File: src/rtl/fetch_pkg.sv
// Shared types and constants for the instruction fetch buffer stage.
package fetch_pkg;

    localparam int XLEN_DEFAULT = 32;
    localparam logic [XLEN_DEFAULT-1:0] RESET_PC_DEFAULT = '0;

    typedef struct packed {
        logic [XLEN_DEFAULT-1:0] pc;
        logic [XLEN_DEFAULT-1:0] instr;
    } fetch_entry_t;

endpackage

File: src/rtl/fetch_fifo.sv
// Small FIFO of fetched {pc, instr} entries with combinational head and flush.
module fetch_fifo
    import fetch_pkg::*;
#(
    parameter int  DEPTH   = 4,
    parameter type entry_t = fetch_entry_t
) (
    input  logic                   clk,
    input  logic                   srst,
    input  logic                   flush,
    input  logic                   push,
    input  entry_t                 push_data,
    input  logic                   pop,
    output entry_t                 head,
    output logic [$clog2(DEPTH):0] count,
    output logic                   empty,
    output logic                   full
);

    localparam int AW = $clog2(DEPTH);

    entry_t          mem [DEPTH];
    logic [AW-1:0]   wr_ptr_reg;
    logic [AW-1:0]   rd_ptr_reg;
    logic [AW:0]     count_reg;
    logic            do_push;
    logic            do_pop;

    assign empty   = (count_reg == '0);
    assign full    = (count_reg == (AW+1)'(DEPTH));
    assign do_pop  = pop && !empty;
    // A push into a full buffer is accepted only when the head leaves in the same cycle.
    assign do_push = push && (!full || do_pop);

    always_ff @(posedge clk or posedge srst) begin
        if (srst) begin
            wr_ptr_reg <= '0;
            rd_ptr_reg <= '0;
            count_reg  <= '0;
        end else if (flush) begin
            wr_ptr_reg <= '0;
            rd_ptr_reg <= '0;
            count_reg  <= '0;
        end else begin
            if (do_push) begin
                wr_ptr_reg <= wr_ptr_reg + 1'b1;
            end
            if (do_pop) begin
                rd_ptr_reg <= rd_ptr_reg + 1'b1;
            end
            count_reg <= count_reg + (AW+1)'(do_push) - (AW+1)'(do_pop);
        end
    end

    always_ff @(posedge clk) begin
        if (do_push && !flush) begin
            mem[wr_ptr_reg] <= push_data;
        end
    end

    assign head  = mem[rd_ptr_reg];
    assign count = count_reg;

endmodule

File: src/rtl/fetch_buffer_stage.sv
// Fetch stage: issues in-order instruction requests, buffers the responses and
// discards responses belonging to a path abandoned by an execute-stage redirect.
module fetch_buffer_stage
    import fetch_pkg::*;
#(
    parameter int              XLEN     = 32,
    parameter int              DEPTH    = 4,
    parameter logic [XLEN-1:0] RESET_PC = XLEN'(RESET_PC_DEFAULT)
) (
    input  logic            clk,
    input  logic            srst,
    input  logic            stall_f,
    input  logic            pcsrc_e,
    input  logic [XLEN-1:0] pc_target_e,
    output logic            imem_req_valid,
    input  logic            imem_req_ready,
    output logic [XLEN-1:0] imem_req_addr,
    input  logic            imem_rsp_valid,
    input  logic [XLEN-1:0] imem_rsp_data,
    output logic            valid_f,
    output logic [XLEN-1:0] instr_f,
    output logic [XLEN-1:0] pc_f,
    output logic [XLEN-1:0] pc_plus4_f
);

    localparam int CW = $clog2(DEPTH) + 1;

    typedef struct packed {
        logic [XLEN-1:0] pc;
        logic [XLEN-1:0] instr;
    } entry_t;

    logic [XLEN-1:0] fetch_pc_reg, fetch_pc_next;
    logic [XLEN-1:0] rsp_pc_reg, rsp_pc_next;
    logic [CW-1:0]   outst_reg, outst_next;
    logic [CW-1:0]   drop_cnt_reg, drop_cnt_next;

    entry_t          push_entry;
    entry_t          head_entry;
    logic [CW-1:0]   fifo_count;
    logic            fifo_empty;
    logic            fifo_full;
    logic            fifo_push;
    logic            fifo_pop;

    logic [XLEN-1:0] target_aligned;
    logic [CW:0]     occupancy;
    logic            req_fire;
    logic            rsp_live;
    logic            rsp_keep;
    logic            rsp_drop;

    assign target_aligned = {pc_target_e[XLEN-1:2], 2'b00};
    assign occupancy      = {1'b0, outst_reg} + {1'b0, fifo_count};

    // Every accepted request has a reserved buffer slot, so responses can never overflow.
    assign imem_req_valid = !srst && !pcsrc_e && !fifo_full && (occupancy < (CW+1)'(DEPTH));
    assign imem_req_addr  = fetch_pc_reg;
    assign req_fire       = imem_req_valid && imem_req_ready;

    // A response with nothing outstanding (e.g. left over from before reset) is ignored.
    assign rsp_live = imem_rsp_valid && (outst_reg != '0);
    assign rsp_keep = rsp_live && (drop_cnt_reg == '0);
    assign rsp_drop = rsp_live && (drop_cnt_reg != '0);

    assign fifo_push  = rsp_keep && !pcsrc_e;
    assign fifo_pop   = !fifo_empty && !stall_f && !pcsrc_e;
    assign push_entry = '{pc: rsp_pc_reg, instr: imem_rsp_data};

    always_comb begin
        fetch_pc_next = fetch_pc_reg;
        rsp_pc_next   = rsp_pc_reg;
        outst_next    = outst_reg + CW'(req_fire) - CW'(rsp_live);
        drop_cnt_next = drop_cnt_reg;
        if (pcsrc_e) begin
            fetch_pc_next = target_aligned;
            rsp_pc_next   = target_aligned;
            // Everything still in flight after this cycle belongs to the old path.
            drop_cnt_next = outst_reg - CW'(rsp_live);
        end else begin
            if (req_fire) begin
                fetch_pc_next = fetch_pc_reg + XLEN'(4);
            end
            if (rsp_keep) begin
                rsp_pc_next = rsp_pc_reg + XLEN'(4);
            end
            if (rsp_drop) begin
                drop_cnt_next = drop_cnt_reg - 1'b1;
            end
        end
    end

    always_ff @(posedge clk or posedge srst) begin
        if (srst) begin
            fetch_pc_reg <= RESET_PC;
            rsp_pc_reg   <= RESET_PC;
            outst_reg    <= '0;
            drop_cnt_reg <= '0;
        end else begin
            fetch_pc_reg <= fetch_pc_next;
            rsp_pc_reg   <= rsp_pc_next;
            outst_reg    <= outst_next;
            drop_cnt_reg <= drop_cnt_next;
        end
    end

    fetch_fifo #(
        .DEPTH   (DEPTH),
        .entry_t (entry_t)
    ) u_fifo (
        .clk       (clk),
        .srst      (srst),
        .flush     (pcsrc_e),
        .push      (fifo_push),
        .push_data (push_entry),
        .pop       (fifo_pop),
        .head      (head_entry),
        .count     (fifo_count),
        .empty     (fifo_empty),
        .full      (fifo_full)
    );

    assign valid_f    = !fifo_empty;
    assign pc_f       = fifo_empty ? '0 : head_entry.pc;
    assign instr_f    = fifo_empty ? '0 : head_entry.instr;
    assign pc_plus4_f = pc_f + XLEN'(4);

endmodule

File: config.mk
export PLATFORM = sky130hd
export DESIGN_NAME = fetch_buffer_stage
export DESIGN_NICKNAME = d
export VERILOG_FILES = /design/src/rtl/fetch_pkg.sv /design/src/rtl/fetch_fifo.sv /design/src/rtl/fetch_buffer_stage.sv
export SDC_FILE = /design/constraint.sdc
export NUM_CORES = 1
export LEC_CHECK = 0
export ABC_AREA = 1
export BUFFER_PORTS_ARGS = -buffer_cell sky130_fd_sc_hd__buf_2
export CAP_MARGIN = 20
export CORE_ASPECT_RATIO = 0.5
export CORE_MARGIN = 1.5
export CORE_UTILIZATION = 44
export DETAILED_ROUTE_END_ITERATION = 8
export SLEW_MARGIN = 20
export SYNTH_ARGS = -nofsm -noshare
export SYNTH_HDL_FRONTEND = slang
export SYNTH_HIERARCHICAL = 1
export SYNTH_SLANG_ARGS = --single-unit
export TNS_END_PERCENT = 30
File: constraint.sdc
create_clock -name clk -period 6.3 [get_ports clk]
set_input_delay 0.945 -clock clk [delete_from_list [all_inputs] [get_ports clk]]
set_output_delay 0.945 -clock clk [all_outputs]
set_load 0.01 [all_outputs]
-- After elaboration in Yosys (flattened, before gate mapping)
Memory sizes are Yosys's and may differ from the RTL's.
Cells that the tools add are included.
- memories kept: 1
- input port bits: 70
- output and inout port bits: 130
- RAM bits: 256
- register bits after elaboration: 77
- memory list (name ; words ; width ; read ports ; clocked after memory_dff ; write ports ; RTL line ; text):
    u_fifo.mem ; 4 ; 64 ; 1 ; 0 ; 1 ; fetch_fifo.sv:22 ; entry_t mem [DEPTH];
- order comparisons: 1
- equality and inequality tests: 1
- mux-type cells: 15
- $add $sub $neg: 12
- reduce and logical (&&, ||, !) cells: 28
- operators with widths (kind ; number):
    $mux W32 ; 6
    $add A32 B3 Y32 const B ; 3
    $logic_and A1 B1 Y1 ; 13
    $reduce_bool A2 Y1 ; 5
    $mux W3 ; 3
    $sub A3 B1 Y3 ; 3
    $mux W2 ; 4
    $add A3 B1 Y3 ; 2
    $logic_not A3 Y1 ; 2
    $reduce_bool A3 Y1 ; 2
    $logic_not A1 Y1 ; 5
    $add A2 B1 Y2 const B ; 2
    $add A3 B3 Y4 ; 1
    $lt A4 B3 Y1 const B ; 1
    $eq A3 B3 Y1 const B ; 1
    $sub A3 B1 Y3 const B ; 1
    $mux W1 ; 2
    $logic_or A1 B1 Y1 ; 1

-- Logic depth before layout (Yosys ltp)
- depth in word-level cells: 10
- depth in mapped cells: 17
- depth with buffers taken out: 14

-- By module
The synthesis kept the hierarchy.
- by module, submodules not included (module ; seq. area each (um^2) ; times used ; area an instance (um^2) ; cells an instance):
    fetch_fifo ; 7862.5 ; 1 ; 10168.5 ; 682
    fetch_buffer_stage ; 1651.6 ; 1 ; 6114.6 ; 991

-- Worst setup path before layout
OpenSTA, ideal clock, no wires.
- path type: input to register
- start: in pcsrc_e
- end: mem u_fifo/mem[0][0] (netlist bit) (enable)
- setup time: 0.486 ns
- stages: 7
- slack: 1.115 ns
- buffers on the path: 2
- arrival time: 4.699 ns
- data required time: 5.814 ns
- path through: clkbuf_1 clkbuf_1 nor3_1 inv_1 nand3_1 nand3_1 nor2_1
- longest elaborated chain between the ends: 8
- elaborated cells between the ends (all ways): 9
- RTL lines (item ; RTL line ; text):
    start: declaration ; fetch_buffer_stage.sv:13 ; input logic pcsrc_e,
    $logic_not A1 Y1 ; fetch_buffer_stage.sv:67 ; assign fifo_pop = !fifo_empty && !stall_f && !pcsrc_e;
    $logic_and A1 B1 Y1 ; fetch_buffer_stage.sv:67 ;
    net fifo_pop ; fetch_buffer_stage.sv:44 ; logic fifo_pop;
    $logic_and A1 B1 Y1 ; fetch_fifo.sv:31 ; assign do_pop = pop && !empty;
    $logic_or A1 B1 Y1 ; fetch_fifo.sv:33 ; assign do_push = push && (!full || do_pop);
    $logic_and A1 B1 Y1 ; fetch_fifo.sv:33 ;
    $logic_and A1 B1 Y1 ; fetch_fifo.sv:56 ; if (do_push && !flush) begin
    $mux W1 ; fetch_fifo.sv:56 ;
    $mux W1 (not written as such) ; fetch_fifo.sv:57 ; mem[wr_ptr_reg] <= push_data;
    end: declaration ; fetch_fifo.sv:22 ;
The timed path passes the listed nets, and every way through them passes these cells.

==> reports/results.tsv <==
metric	value	unit
outcome	finished with violations	
violations	DRC	
post_cts.resized_instances	0	
r2r_setup_slack	2.41	ns
critical-path-slowest-cell	sky130_fd_sc_hd__dfrtp_2	
floorplan.core_area	0.03617	mm^2
tritoncts_num_sinks	329	
tritoncts	built	
fin_skew	0.01859	ns
holdCritPathClass	in2async	
timing.final.crit_share	80.55	%
cp.arrival	4.13	ns
timing.critical_path.required	5.35	ns
final_min_period	5.075	ns
initial_utilization	45.02	%
finish.utilization	51.45	%
met2_usage	36.82	%
number_of_placement_rows	49	
first_pass_grt_wire_length	64560	um
first_global_vias	11770	
gr-usage-all-layers	21.73	%
globalRouteMet1Util	28.84	%
antennaDiodeCount	0	
synth_edf_count	256	
gp_congestion	0.9498	
numPortBuffers	195	
achievable-frequency	0.1971	GHz
fillerInstances	3431	
layout-drive-gt1-share	19.43	%
cts_buffers	31	
path_delay_family	simple AND/OR/NAND/NOR gates	
cts-root-to-sink-buffers	3	
vias	12260	
start_kind	flop	
rsz0062_at_grt	no	
io-pin-count	200	
cts.reportedPaths.clkPinSlew	0.07	ns
synth-warning-count	6	
wl_per_cell	17.47	um
final_critical_path_setup_slack	1.225	ns
grt_max_degree	69	
synth.avg_cell_area	9.733	um^2
max_ffs_per_register	256	
h_tree_depth_reported_by_cts	1	
tns	0	ns
r2r-start	u_fifo/count[1]$_DFF_PP0_	
synth.cell_area	0.01628	mm^2
crit_path_start	u_fifo/rd_ptr_reg[1]$_DFFE_PP0P_	
areaGrowthSynthToFinish	14.28	%
grt_antenna_before_repair	0	
pre_cts_worst_setup_slack	1.802	ns
clockRootBuffer	sky130_fd_sc_hd__clkbuf_16	
number_of_synthesized_register_bits	329	
async_reset_ff_share	22.19	%
final_common_cell	sky130_fd_sc_hd__nand2_1	
final_hold_viol_count	0	
ir_worst_vdd	0.0001500	V
gr-max-usage-layer	met2	
fp.dieH	139.0	um
worst_r2r_path_depth	10	
postCtsSetupRepairBufs	0	
max_slew_margin	31.96	%
drt_pre_antenna_iters	7	
route.final.wire_length	41370	um
finish.net_count	1947	
synth.distinct_cells	44	
worst_skew_pair.late_latency	0.58	ns
multiInputGateArea	0.005736	mm^2
stdcell_area	0.01861	mm^2
vias_per_cell	5.177	
dp_hpwl	27440	um
setup_viol	0	
layout.area.seq	0.009519	mm^2
pwr_density_cell	284.5	mW/mm^2
fp.dieW	275.1	um
yosysSeqAreaShare	58.43	%
crit_path_cell_trace	buf_4 > o21ai_0 > o22ai_1 > nand2_4 > inv_2 > ha_1 > nand3_1 > nor3_2 > nand3_1 > xor2_1 > buf_2	
synth_top_flop_cell	sky130_fd_sc_hd__edfxtp_1	
cpPeakStageDelay	0.69	ns
max_cap_viol_count	0	
drc	2	
power.static_leakage	7.685	nW
use_met3	2.909	%
worst_path_most_repeated_cell	sky130_fd_sc_hd__nand3_1	
detail_route_antenna_nets	0	
finalMaxSlewViolations	0	
tightestPinTransition	1.021	ns
endpoint_of_the_lowest_slack_register_to_register_path	u_fifo/mem[3][8]$_DFFE_PP_	
worstSetupEndpointType	primary output	
synthCells	1673	
critical_path_peak_fanout	45	
initialDrtViolationCount	724	
grt_overflow_total	0	
mostFrequentLayoutCells	sky130_fd_sc_hd__nand2_1 (319), sky130_fd_sc_hd__nor2_1 (266), sky130_fd_sc_hd__edfxtp_1 (256)	
dpl-instance-area	0.01760	mm^2
cp_num_buf_inv	3	
critPathKind	reg2out	
cts_hold_buffers	0	
die-area	0.03824	mm^2
final cells by class:
type / instances / share of cell area, %
Clock buffer: 34 / 4.229
Clock inverter: 24 / 1.177
Inverter: 173 / 3.516
Multi-Input combinational cell: 1114 / 30.82
Sequential cell: 329 / 51.15
Tap cell: 484 / 3.254
Timing Repair Buffer: 210 / 5.850
per-layer routing:
layer,share of wire (%),vias up
li1,-,5989
met3,4.6,81
met2,49,303
met5,0,-
met1,44,5887
met4,3.0,0
how the worst max path moves through the flow:
stage / endpoint / slack (ns) / cells after the start
after global routing: pc_plus4_f[18] / 0.92 / 11
after detailed placement: pc_plus4_f[18] / 1.80 / 11
after floorplan: u_fifo/mem[0][0]$_DFFE_PP_ / 1.11 / 7
after CTS: pc_plus4_f[18] / 1.18 / 11
final: pc_plus4_f[18] / 1.23 / 11
after global placement: pc_plus4_f[18] / 1.78 / 11
Yosys cell counts, types with 2 or more instances:
| master | number | area, um^2 |
|---|---|---|
| sky130_fd_sc_hd__nand3_2 | 2 | 20.02 |
| sky130_fd_sc_hd__nand2_2 | 9 | 56.30 |
| sky130_fd_sc_hd__nor2_8 | 2 | 40.04 |
| sky130_fd_sc_hd__clkinv_1 | 2 | 7.510 |
| sky130_fd_sc_hd__o22ai_1 | 54 | 337.8 |
| sky130_fd_sc_hd__nand2_1 | 319 | 1197 |
| sky130_fd_sc_hd__o22ai_2 | 10 | 125.1 |
| sky130_fd_sc_hd__xnor2_1 | 16 | 140.1 |
| sky130_fd_sc_hd__fa_1 | 2 | 40.04 |
| sky130_fd_sc_hd__o21bai_1 | 6 | 45.04 |
| sky130_fd_sc_hd__buf_12 | 2 | 40.04 |
| sky130_fd_sc_hd__buf_4 | 5 | 37.54 |
| sky130_fd_sc_hd__and3_1 | 2 | 12.51 |
| sky130_fd_sc_hd__clkbuf_1 | 20 | 75.07 |
| sky130_fd_sc_hd__nor2_1 | 270 | 1013 |
| sky130_fd_sc_hd__nand2_4 | 3 | 33.78 |
| sky130_fd_sc_hd__o211ai_1 | 14 | 105.1 |
| sky130_fd_sc_hd__dfrtp_1 | 73 | 1827 |
| sky130_fd_sc_hd__a21oi_1 | 9 | 45.04 |
| sky130_fd_sc_hd__nor2_2 | 19 | 118.9 |
| sky130_fd_sc_hd__nor2_4 | 19 | 214.0 |
| sky130_fd_sc_hd__o21ai_2 | 15 | 131.4 |
| sky130_fd_sc_hd__inv_2 | 8 | 30.03 |
| sky130_fd_sc_hd__a31oi_1 | 2 | 12.51 |
| sky130_fd_sc_hd__ha_1 | 16 | 200.2 |
| sky130_fd_sc_hd__o21ai_0 | 111 | 555.5 |
| sky130_fd_sc_hd__nand4_1 | 17 | 106.4 |
| sky130_fd_sc_hd__nand3_1 | 88 | 440.4 |
| sky130_fd_sc_hd__nor3_2 | 5 | 50.05 |
| sky130_fd_sc_hd__buf_2 | 25 | 125.1 |
| sky130_fd_sc_hd__nand3b_1 | 5 | 37.54 |
| sky130_fd_sc_hd__buf_6 | 12 | 135.1 |
| sky130_fd_sc_hd__inv_4 | 2 | 12.51 |
| sky130_fd_sc_hd__o21ai_1 | 33 | 165.2 |
| sky130_fd_sc_hd__buf_8 | 2 | 30.03 |
| sky130_fd_sc_hd__nor3_1 | 20 | 100.1 |
| sky130_fd_sc_hd__xor2_1 | 32 | 280.3 |
| sky130_fd_sc_hd__inv_1 | 161 | 604.3 |
| sky130_fd_sc_hd__edfxtp_1 | 256 | 7687 |
where the power goes:
group | internal (mW) | switching (mW)
sequential | 2.49 | 0.180
clock | 1.03 | 0.835
combinational | 0.266 | 0.488
per-stage QoR:
stage | cells | total power, mW | hold WS, ns
detailed placement | 2310 | 3.477 | 0.5101
global route | 2368 | 5.541 | 0.3314
CTS | 2368 | 5.334 | 0.3159
global placement | 2310 | 3.459 | 0.4964
finish | 2368 | 5.294 | 0.3315
floorplan | 1682 | 3.175 | 0.4687
kinds of logic (layout without fill, tap and decap cells):
kind of cell / after synthesis / count (layout) / synth area share [%]
adders and majority gates: 18 / 18 / 1.475
and+or+nand+nor: 781 / 781 / 21.23
other: 1 / 10 / 0.02303
buffers and inverters: 239 / 441 / 6.739
DFF: 329 / 329 / 58.43
xor gates and xnor gates: 48 / 48 / 2.582
AOI/OAI and AO/OA: 257 / 257 / 9.520
Power figures use the tool's default switching activity.
